$ cat src/rtl/led_ctrl_pkg.sv
// Shared encodings for the LED display control path: pattern modes, colours
// and scheduler FSM states.
package led_ctrl_pkg;

    localparam logic [1:0] MODE_SHIFT  = 2'd0;
    localparam logic [1:0] MODE_FLASH  = 2'd1;
    localparam logic [1:0] MODE_SHIFT2 = 2'd2;
    localparam int         N_MODES     = 3;

    localparam logic [2:0] COL_R = 3'b001;
    localparam logic [2:0] COL_G = 3'b010;
    localparam logic [2:0] COL_B = 3'b100;

    typedef enum logic [1:0] {
        ST_MANUAL = 2'd0,
        ST_AUTO   = 2'd1,
        ST_PAUSE  = 2'd2
    } sched_state_e;

    // R -> G -> B -> R on a one-hot {B,G,R} colour
    function automatic logic [2:0] rotate_color(input logic [2:0] color);
        return {color[1:0], color[2]};
    endfunction

endpackage

$ cat src/rtl/led_pattern_scheduler_button_sync_edge.sv
// Two-flop synchroniser for raw pushbuttons followed by a one-cycle
// rising-edge pulse (synchronised level vs. its delayed copy).
module button_sync_edge #(
    parameter int NB = 4
) (
    input  logic          clock,
    input  logic          i_reset,
    input  logic [NB-1:0] i_raw,
    output logic [NB-1:0] o_rise
);

    logic [NB-1:0] sync1_r;
    logic [NB-1:0] sync2_r;
    logic [NB-1:0] dly_r;

    // synchroniser chain and delayed copy for edge detection
    always_ff @(posedge clock or negedge i_reset) begin
        if (!i_reset) begin
            sync1_r <= '0;
            sync2_r <= '0;
            dly_r   <= '0;
        end else begin
            sync1_r <= i_raw;
            sync2_r <= sync1_r;
            dly_r   <= sync2_r;
        end
    end

    assign o_rise = sync2_r & ~dly_r;

endmodule

$ cat src/rtl/led_pattern_scheduler.sv
// Mode/colour sequencer for the LED datapath: manual button stepping or a
// timed automatic playlist driven by the counter block's valid tick.
module led_pattern_scheduler
    import led_ctrl_pkg::*;
#(
    parameter int NB_BUTTON = 4,
    parameter int NB_SEL    = 2,
    parameter int NB_DWELL  = 8
) (
    input  logic                 clock,
    input  logic                 i_reset,
    input  logic                 i_auto,
    input  logic                 i_tick,
    input  logic [NB_BUTTON-1:0] i_button,
    input  logic [NB_DWELL-1:0]  i_dwell,
    output logic [NB_SEL-1:0]    o_mode,
    output logic [2:0]           o_color,
    output logic [NB_BUTTON-1:0] o_leds,
    output logic                 o_step
);

    sched_state_e          state_r;
    sched_state_e          state_s;
    logic [NB_DWELL-1:0]   cnt_r;
    logic [NB_DWELL-1:0]   cnt_s;
    logic [NB_BUTTON-1:0]  rise_s;
    logic [NB_SEL-1:0]     mode_s;
    logic [NB_SEL-1:0]     mode_adv_s;
    logic                  wrap_s;
    logic [2:0]            color_fsm_s;
    logic [2:0]            color_s;
    logic                  step_s;
    logic [NB_BUTTON-1:0]  leds_s;
    logic [NB_DWELL-1:0]   dwell_eff_s;
    logic [NB_DWELL:0]     cnt_inc_s;
    logic                  terminal_s;

    button_sync_edge #(.NB(NB_BUTTON)) u_btn (
        .clock   (clock),
        .i_reset (i_reset),
        .i_raw   (i_button),
        .o_rise  (rise_s)
    );

    assign wrap_s      = (o_mode == NB_SEL'(N_MODES - 1));
    assign mode_adv_s  = wrap_s ? '0 : o_mode + NB_SEL'(1);
    assign dwell_eff_s = (i_dwell == '0) ? NB_DWELL'(1) : i_dwell;
    assign cnt_inc_s   = {1'b0, cnt_r} + (NB_DWELL + 1)'(1);
    assign terminal_s  = (cnt_inc_s >= {1'b0, dwell_eff_s});

    // next-state, dwell counter and output computation
    always_comb begin
        state_s     = state_r;
        cnt_s       = cnt_r;
        mode_s      = o_mode;
        color_fsm_s = o_color;
        step_s      = 1'b0;
        case (state_r)
            ST_MANUAL: begin
                if (i_auto) begin
                    state_s = ST_AUTO;
                    cnt_s   = '0;
                end else if (rise_s[0]) begin
                    mode_s = mode_adv_s;
                    step_s = 1'b1;
                end else begin
                    state_s = ST_MANUAL;
                end
            end
            ST_AUTO: begin
                // deassert beats pause, pause beats a terminal tick
                if (!i_auto) begin
                    state_s = ST_MANUAL;
                    cnt_s   = '0;
                end else if (rise_s[0]) begin
                    state_s = ST_PAUSE;
                end else if (i_tick && terminal_s) begin
                    cnt_s  = '0;
                    mode_s = mode_adv_s;
                    step_s = 1'b1;
                    if (wrap_s) begin
                        color_fsm_s = rotate_color(o_color);
                    end else begin
                        color_fsm_s = o_color;
                    end
                end else if (i_tick) begin
                    cnt_s = cnt_inc_s[NB_DWELL-1:0];
                end else begin
                    cnt_s = cnt_r;
                end
            end
            ST_PAUSE: begin
                if (!i_auto) begin
                    state_s = ST_MANUAL;
                    cnt_s   = '0;
                end else if (rise_s[0]) begin
                    state_s = ST_AUTO;
                end else begin
                    state_s = ST_PAUSE;
                end
            end
            default: begin
                state_s = ST_MANUAL;
                cnt_s   = '0;
            end
        endcase

        // colour buttons override everything, lowest index first
        if (rise_s[1]) begin
            color_s = COL_R;
        end else if (rise_s[2]) begin
            color_s = COL_G;
        end else if (rise_s[3]) begin
            color_s = COL_B;
        end else begin
            color_s = color_fsm_s;
        end

        leds_s = NB_BUTTON'({color_s, (state_s == ST_AUTO)});
    end

    // state, counter and registered outputs
    always_ff @(posedge clock or negedge i_reset) begin
        if (!i_reset) begin
            state_r <= ST_MANUAL;
            cnt_r   <= '0;
            o_mode  <= NB_SEL'(MODE_SHIFT);
            o_color <= COL_R;
            o_leds  <= NB_BUTTON'({COL_R, 1'b0});
            o_step  <= 1'b0;
        end else begin
            state_r <= state_s;
            cnt_r   <= cnt_s;
            o_mode  <= mode_s;
            o_color <= color_s;
            o_leds  <= leds_s;
            o_step  <= step_s;
        end
    end

endmodule

$ cat config.mk
export PLATFORM = sky130hd
export DESIGN_NAME = led_pattern_scheduler
export DESIGN_NICKNAME = d
export VERILOG_FILES = /design/src/rtl/led_ctrl_pkg.sv /design/src/rtl/led_pattern_scheduler_button_sync_edge.sv /design/src/rtl/led_pattern_scheduler.sv
export SDC_FILE = /design/constraint.sdc
export NUM_CORES = 1
export LEC_CHECK = 0
export ABC_AREA = 1
export ABC_CLOCK_PERIOD_IN_PS = 5050
export CAP_MARGIN = 20
export CORE_ASPECT_RATIO = 1.2
export CORE_UTILIZATION = 42
export DETAILED_ROUTE_END_ITERATION = 16
export GPL_ROUTABILITY_DRIVEN = 0
export SETUP_SLACK_MARGIN = 0.05
export SYNTH_ARGS = -nofsm -noshare
export SYNTH_HDL_FRONTEND = slang
export SYNTH_HIERARCHICAL = 1
export SYNTH_SLANG_ARGS = --single-unit
$ cat constraint.sdc
create_clock -name clock -period 5.05 [get_ports clock]
set_clock_uncertainty 0.2 [all_clocks]
set_input_delay 1.01 -clock clock [delete_from_list [all_inputs] [get_ports clock]]
set_output_delay 1.01 -clock clock [all_outputs]
set_load 0.01 [all_outputs]
## After elaboration in Yosys (flattened, before gate mapping)

Index checks and enable logic that the tools add are counted.

- Add/sub/neg operators: 2
- Multiply operators: 0
- Div/mod/pow operators: 0
- Magnitude comparators: 1
- Equal/unequal tests: 13
- Shift operators: 0
- Muxes and demuxes: 36
- Bitwise logic cells: 2
- Reduce and logical (&&, ||, !) cells: 6

Operators with widths:

| operator | count |
|---|---|
| 8-bit two-way mux | 7 |
| 2-bit two-way mux | 12 |
| 3-bit two-way mux | 8 |
| 8-bit one-hot mux with 3 select lines | 1 |
| 2-bit != test, second input constant | 7 |
| 8-bit by 1-bit adder with 9-bit output, second input constant | 1 |
| 9-bit by 8-bit greater-or-equal comparator with 1-bit output | 1 |
| 8-bit logical NOT | 1 |
| 2-bit one-hot mux with 3 select lines | 1 |
| 6-bit AND reduction | 1 |
| 1-bit two-way mux | 5 |
| 4-bit bitwise AND | 1 |
| 2-bit by 1-bit equality test with 1-bit output, second input constant | 2 |
| 2-bit equality test, second input constant | 2 |
| 4-bit != test, second input constant | 1 |
| 4-bit inverter | 1 |
| 2-bit one-hot mux with 2 select lines | 1 |
| 4-bit AND reduction | 1 |
| 3-bit != test, second input constant | 1 |
| 2-bit by 1-bit adder with 2-bit output, second input constant | 1 |
| 2-bit logical NOT | 1 |
| 1-bit one-hot mux with 2 select lines | 1 |
| 2-bit nonzero test | 1 |
| 1-bit logical AND | 1 |

- Register bits after elaboration: 32
- Bits in latches: 0
- Bits in writable memories: 0
- Bits in read-only memories: 0
- Bits of input ports: 16
- Output and inout port bits: 10
- Memories kept: 0

## Depth between registers and ports, before layout

- Depth in word-level cells: 11
- Mapped depth: 20

## Hierarchy

The synthesis kept the hierarchy.

Modules (own cells, without submodules):

| module | times used | cells each | area each (µm²) | seq. area each (µm²) |
|---|---|---|---|---|
| led_pattern_scheduler | 1 | 161 | 1327.5 | 426.7 |
| button_sync_edge | 1 | 20 | 340.3 | 300.3 |

## Worst setup path after synthesis

OpenSTA, ideal clock, no wires.

- Kind: input to register
- Start: input port i_dwell[1]
- End: register o_mode[0]
- Setup time: 0.126 ns
- Arrival time: 2.374 ns
- Data required time: 4.724 ns
- Slack: 2.350 ns
- Cell stages on the path: 15
- Path buffers: 0
- Cells stage by stage: nor4_1 > a41o_1 > ha_1 > inv_1 > nand2_1 > nand2_1 > nand3_1 > nand2_1 > nand2_1 > nand2_2 > nand2_4 > nand3_2 > nand2_4 > nand3_1 > o21ai_0

- Word-level cells in the longest chain between the ends: 6

Ends and longest elaborated chain:

| item | RTL line | RTL |
|---|---|---|
| start, declared | led_pattern_scheduler.sv:15 | `input logic [NB_DWELL-1:0] i_dwell,` |
| 8-bit logical NOT | led_pattern_scheduler.sv:47 | `assign dwell_eff_s = (i_dwell == '0) ? NB_DWELL'(1) : i_dwell;` |
| 8-bit two-way mux * | led_pattern_scheduler.sv:47 |  |
| 9-bit by 8-bit greater-or-equal comparator with 1-bit output * | led_pattern_scheduler.sv:49 | `assign terminal_s = (cnt_inc_s >= {1'b0, dwell_eff_s});` |
| 1-bit logical AND * | led_pattern_scheduler.sv:77 | `end else if (i_tick && terminal_s) begin` |
| 2-bit != test (no source line) * | n/a |  |
| 6-bit AND reduction (no source line) * | n/a |  |
| end signal, assigned | led_pattern_scheduler.sv:127 | `o_mode <= NB_SEL'(MODE_SHIFT);` |
| end signal, assigned | led_pattern_scheduler.sv:134 | `o_mode <= mode_s;` |
| end, declared | led_pattern_scheduler.sv:16 | `output logic [NB_SEL-1:0] o_mode,` |

Mark *: on every way between the ends. The rest lies on a longest branch, timed or not.
A chain may end at the register's enable or synchronous reset.

## Worst setup path after layout

Ends and elaborated chain as after synthesis.

==> results.md <==
- Top post-synthesis cells by area: dfrtp_1 (42%), inv_1 (8.3%), nand2_1 (7.4%), ha_1 (6.8%), nor2_2 (3.0%)
- PortBufs: 25
- Synth Register Bits: 29
- Worst Max-Slew Pin Slew: about 360 ps
- Vias per cell: 4.50
- Total setup buffers inserted after CTS: 0
- P per Cell Area: 300 mW/mm2
- Most used DFF post-synth: dfrtp_1
- Hold slack: 150 ps
- Vias in the first global route: about 1200
- Dpl hpwl: 2200 um
- # H-tree levels: 2
- DR pass1 iterations: 4
- Post-Syn Instances: 181
- Overflow left after global routing: 0
- Final Hold Vio Count: 0
- Ys async rst share: 1.00
- Inserted Clock Buffers: 5
- Setup CP Type: in -> reg
- Max Cap Viol: 0
- Total power: 0.625 mW
- Layout fillers: 356
- Initial antenna violation count: 0
- Rows: 24
- Share of layout cells above drive strength 1: 0.231
- Final nets: 236
- Initial Util: 0.448
- Fmax: 0.329 GHz
- Core ar.: 0.00372 mm2
- CTS tree: yes
- Dominant cell type by area after synthesis: dfrtp_1
- Status: finished, final reports clean
- Final ANT Viol Nets: 0
- Die height: around 70 um
- Residual DRC count: 0
- I/O pins: 26
- Post-synth EDFFs: 0
- Area growth syn-to-layout: 24.9%
- CTS clock-pin slew for the worst setup and hold paths: 60 ps
- Clk buf depth: 2
- Number of hold buffers added after CTS: 0
- Vias: 1188
- Worst VDD drop: 132 uV
- First-pass GRT wire length: about 4900 um
- Yosys top cell area share: 0.420
- Synthesized area: 0.00167 mm2
- Total track usage: 0.157
- Clock root buffer: clkbuf_8
- Drt wl/cell: 10.5 um
- CP startpoint kind: input pin
- Fin util: 0.559
- Initial drt markers: 31
- Syn avg cell area: about 9.2 um2
- CTS resizes: 0
- Placed cell count: 256
- N_diodes: 0
- Synth cell types: 30
- Leakage: 1.01 nW
- Die Wd: 59.5 um
- Largest net degree at the start of global routing: 30
- Die area: 0.00423 mm2
- Req. time, crit path: 5000 ps
- Non-filler instance count after layout: 264
- Synthesized Nets: 206
- Unrepaired setup endpoints after global routing: false
- Setup_tns: 0 ps
- Register area share after synthesis: 0.436
- Num Clock Sinks: 29
- Worst min-delay path category: reg -> reg
- Slew margin rel.: 0.761
- Crit path max fanout: 5
- Final number of max-transition violations: 0
- Clock Latency Late Sink: 270 ps
- Final setup fails: 0
- Final period util: 0.603
- Final min period: 3040 ps
- Total Wirelength: about 2800 um
- Worst EP arrival: 3000 ps
- CP Capture Type: register
- Yosys warns: 6
critical path: stages:
cell and delay, ps:
clkdlybuf4s50_1 420, nor4_1 300, a41o_1 220, ha_1 220, inv_1 60, nand2_1 40
nand2_1 60, nand3_1 60, nand2_1 60, nand2_1 60, nand2_2 110, nand2_4 80
nand3_2 80, nand2_4 60, nand3_1 60, o21ai_0 80
Yosys cell counts, types with 3 or more instances:
cell type  instances
nor2_1             6
buf_4              3
a21oi_1            3
o21ai_2            5
dfrtp_1           28
nand2_2            3
nand2_1           33
nand3_1            6
inv_1             37
o22ai_2            3
nor2_4             4
inv_2              5
nand4_1            3
xor2_1             4
nor2_2             8
ha_1               9
o21ai_0            3
worst paths after layout:
path / from / to / slack, ps / cells after the start
worst max-delay path: i_dwell[1] / o_mode[0] / 2010 / 16
worst min-delay path: u_btn/sync1_r[3] / u_btn/sync2_r[3] / 150 / 0
worst max register to register: cnt_r[0] / o_color[2] / 2390 / 17
worst min register to register: u_btn/sync1_r[3] / u_btn/sync2_r[3] / 150 / 0
max in group asynchronous: i_reset / o_leds[1] / 3430 / 2
min in group asynchronous: i_reset / cnt_r[6] / 910 / 2
flip-flops by register name (all words and copies together) (netlist names):
register	flops
o_leds	3
u_btn/sync1_r	4
cnt_r	8
state_r	2
o_color	1
u_btn/dly_r	4
u_btn/sync2_r	4
o_mode	2
o_step	1
cell type report:
class                           count  area [um2]  area share
Clock inverter                      3        46.3      0.0222
Timing Repair Buffer               26         258       0.124
Multi-Input combinational cell    106         754       0.362
Inverter                           43         164      0.0787
Sequential cell                    29         727       0.349
Clock buffer                        5        68.8      0.0330
Tap cell                           52        65.1      0.0312
where the power goes:
group          internal, mW  switching [mW]  leakage, nW
logic                0.0567          0.0634        0.592
clock network         0.147          0.0890       0.0543
registers             0.252          0.0163        0.365
kinds of logic (layout without fill, tap and decap cells):
group	after synthesis	after routing	share of synthesized area
adders and majority gates	9	9	0.0675
DFF	29	29	0.436
buffers and inverters	46	77	0.112
AOI/OAI and AO/OA	22	22	0.119
xor gates and xnor gates	4	4	0.0210
and+or+nand+nor	71	71	0.245
through the flow:
stage	setup slack (ps)	cell area, um2
5_1_grt	1790	2080
3_5_place_dp	1700	1970
6_report	2010	2080
3_3_place_gp	1820	1970
2_1_floorplan	2350	1670
4_1_cts	1990	2080
placed cells by master (no fill, tap or decap), types with 2 or more instances in the layout:
cell,netlist,layout
inv_1,37,37
nand2_1,33,33
dfrtp_1,28,28
clkdlybuf4s50_1,0,25
ha_1,9,9
nor2_2,8,8
nand3_1,6,6
nor2_1,6,6
inv_2,5,5
o21ai_2,5,5
clkbuf_8,0,5
xor2_1,4,4
nor2_4,4,4
nand4_1,3,3
nand2_2,3,3
o21ai_0,3,3
a21oi_1,3,3
o22ai_2,3,3
nand3_2,2,2
nand2_4,2,2
o22ai_1,2,2
nand3_4,2,2
o21ai_1,2,2
metal layers:
layer | vias up | wire length [um] | GRT usage | share of wire
li1 | 621 | - | - | -
met2 | 29 | 1420 | 0.261 | 0.51
met4 | 0 | 57 | 0.101 | 0.021
met3 | 4 | 106 | 0.0366 | 0.038
met5 | - | 0 | 0 | 0
met1 | 534 | 1190 | 0.176 | 0.43
(Power assumes the default switching activity.)
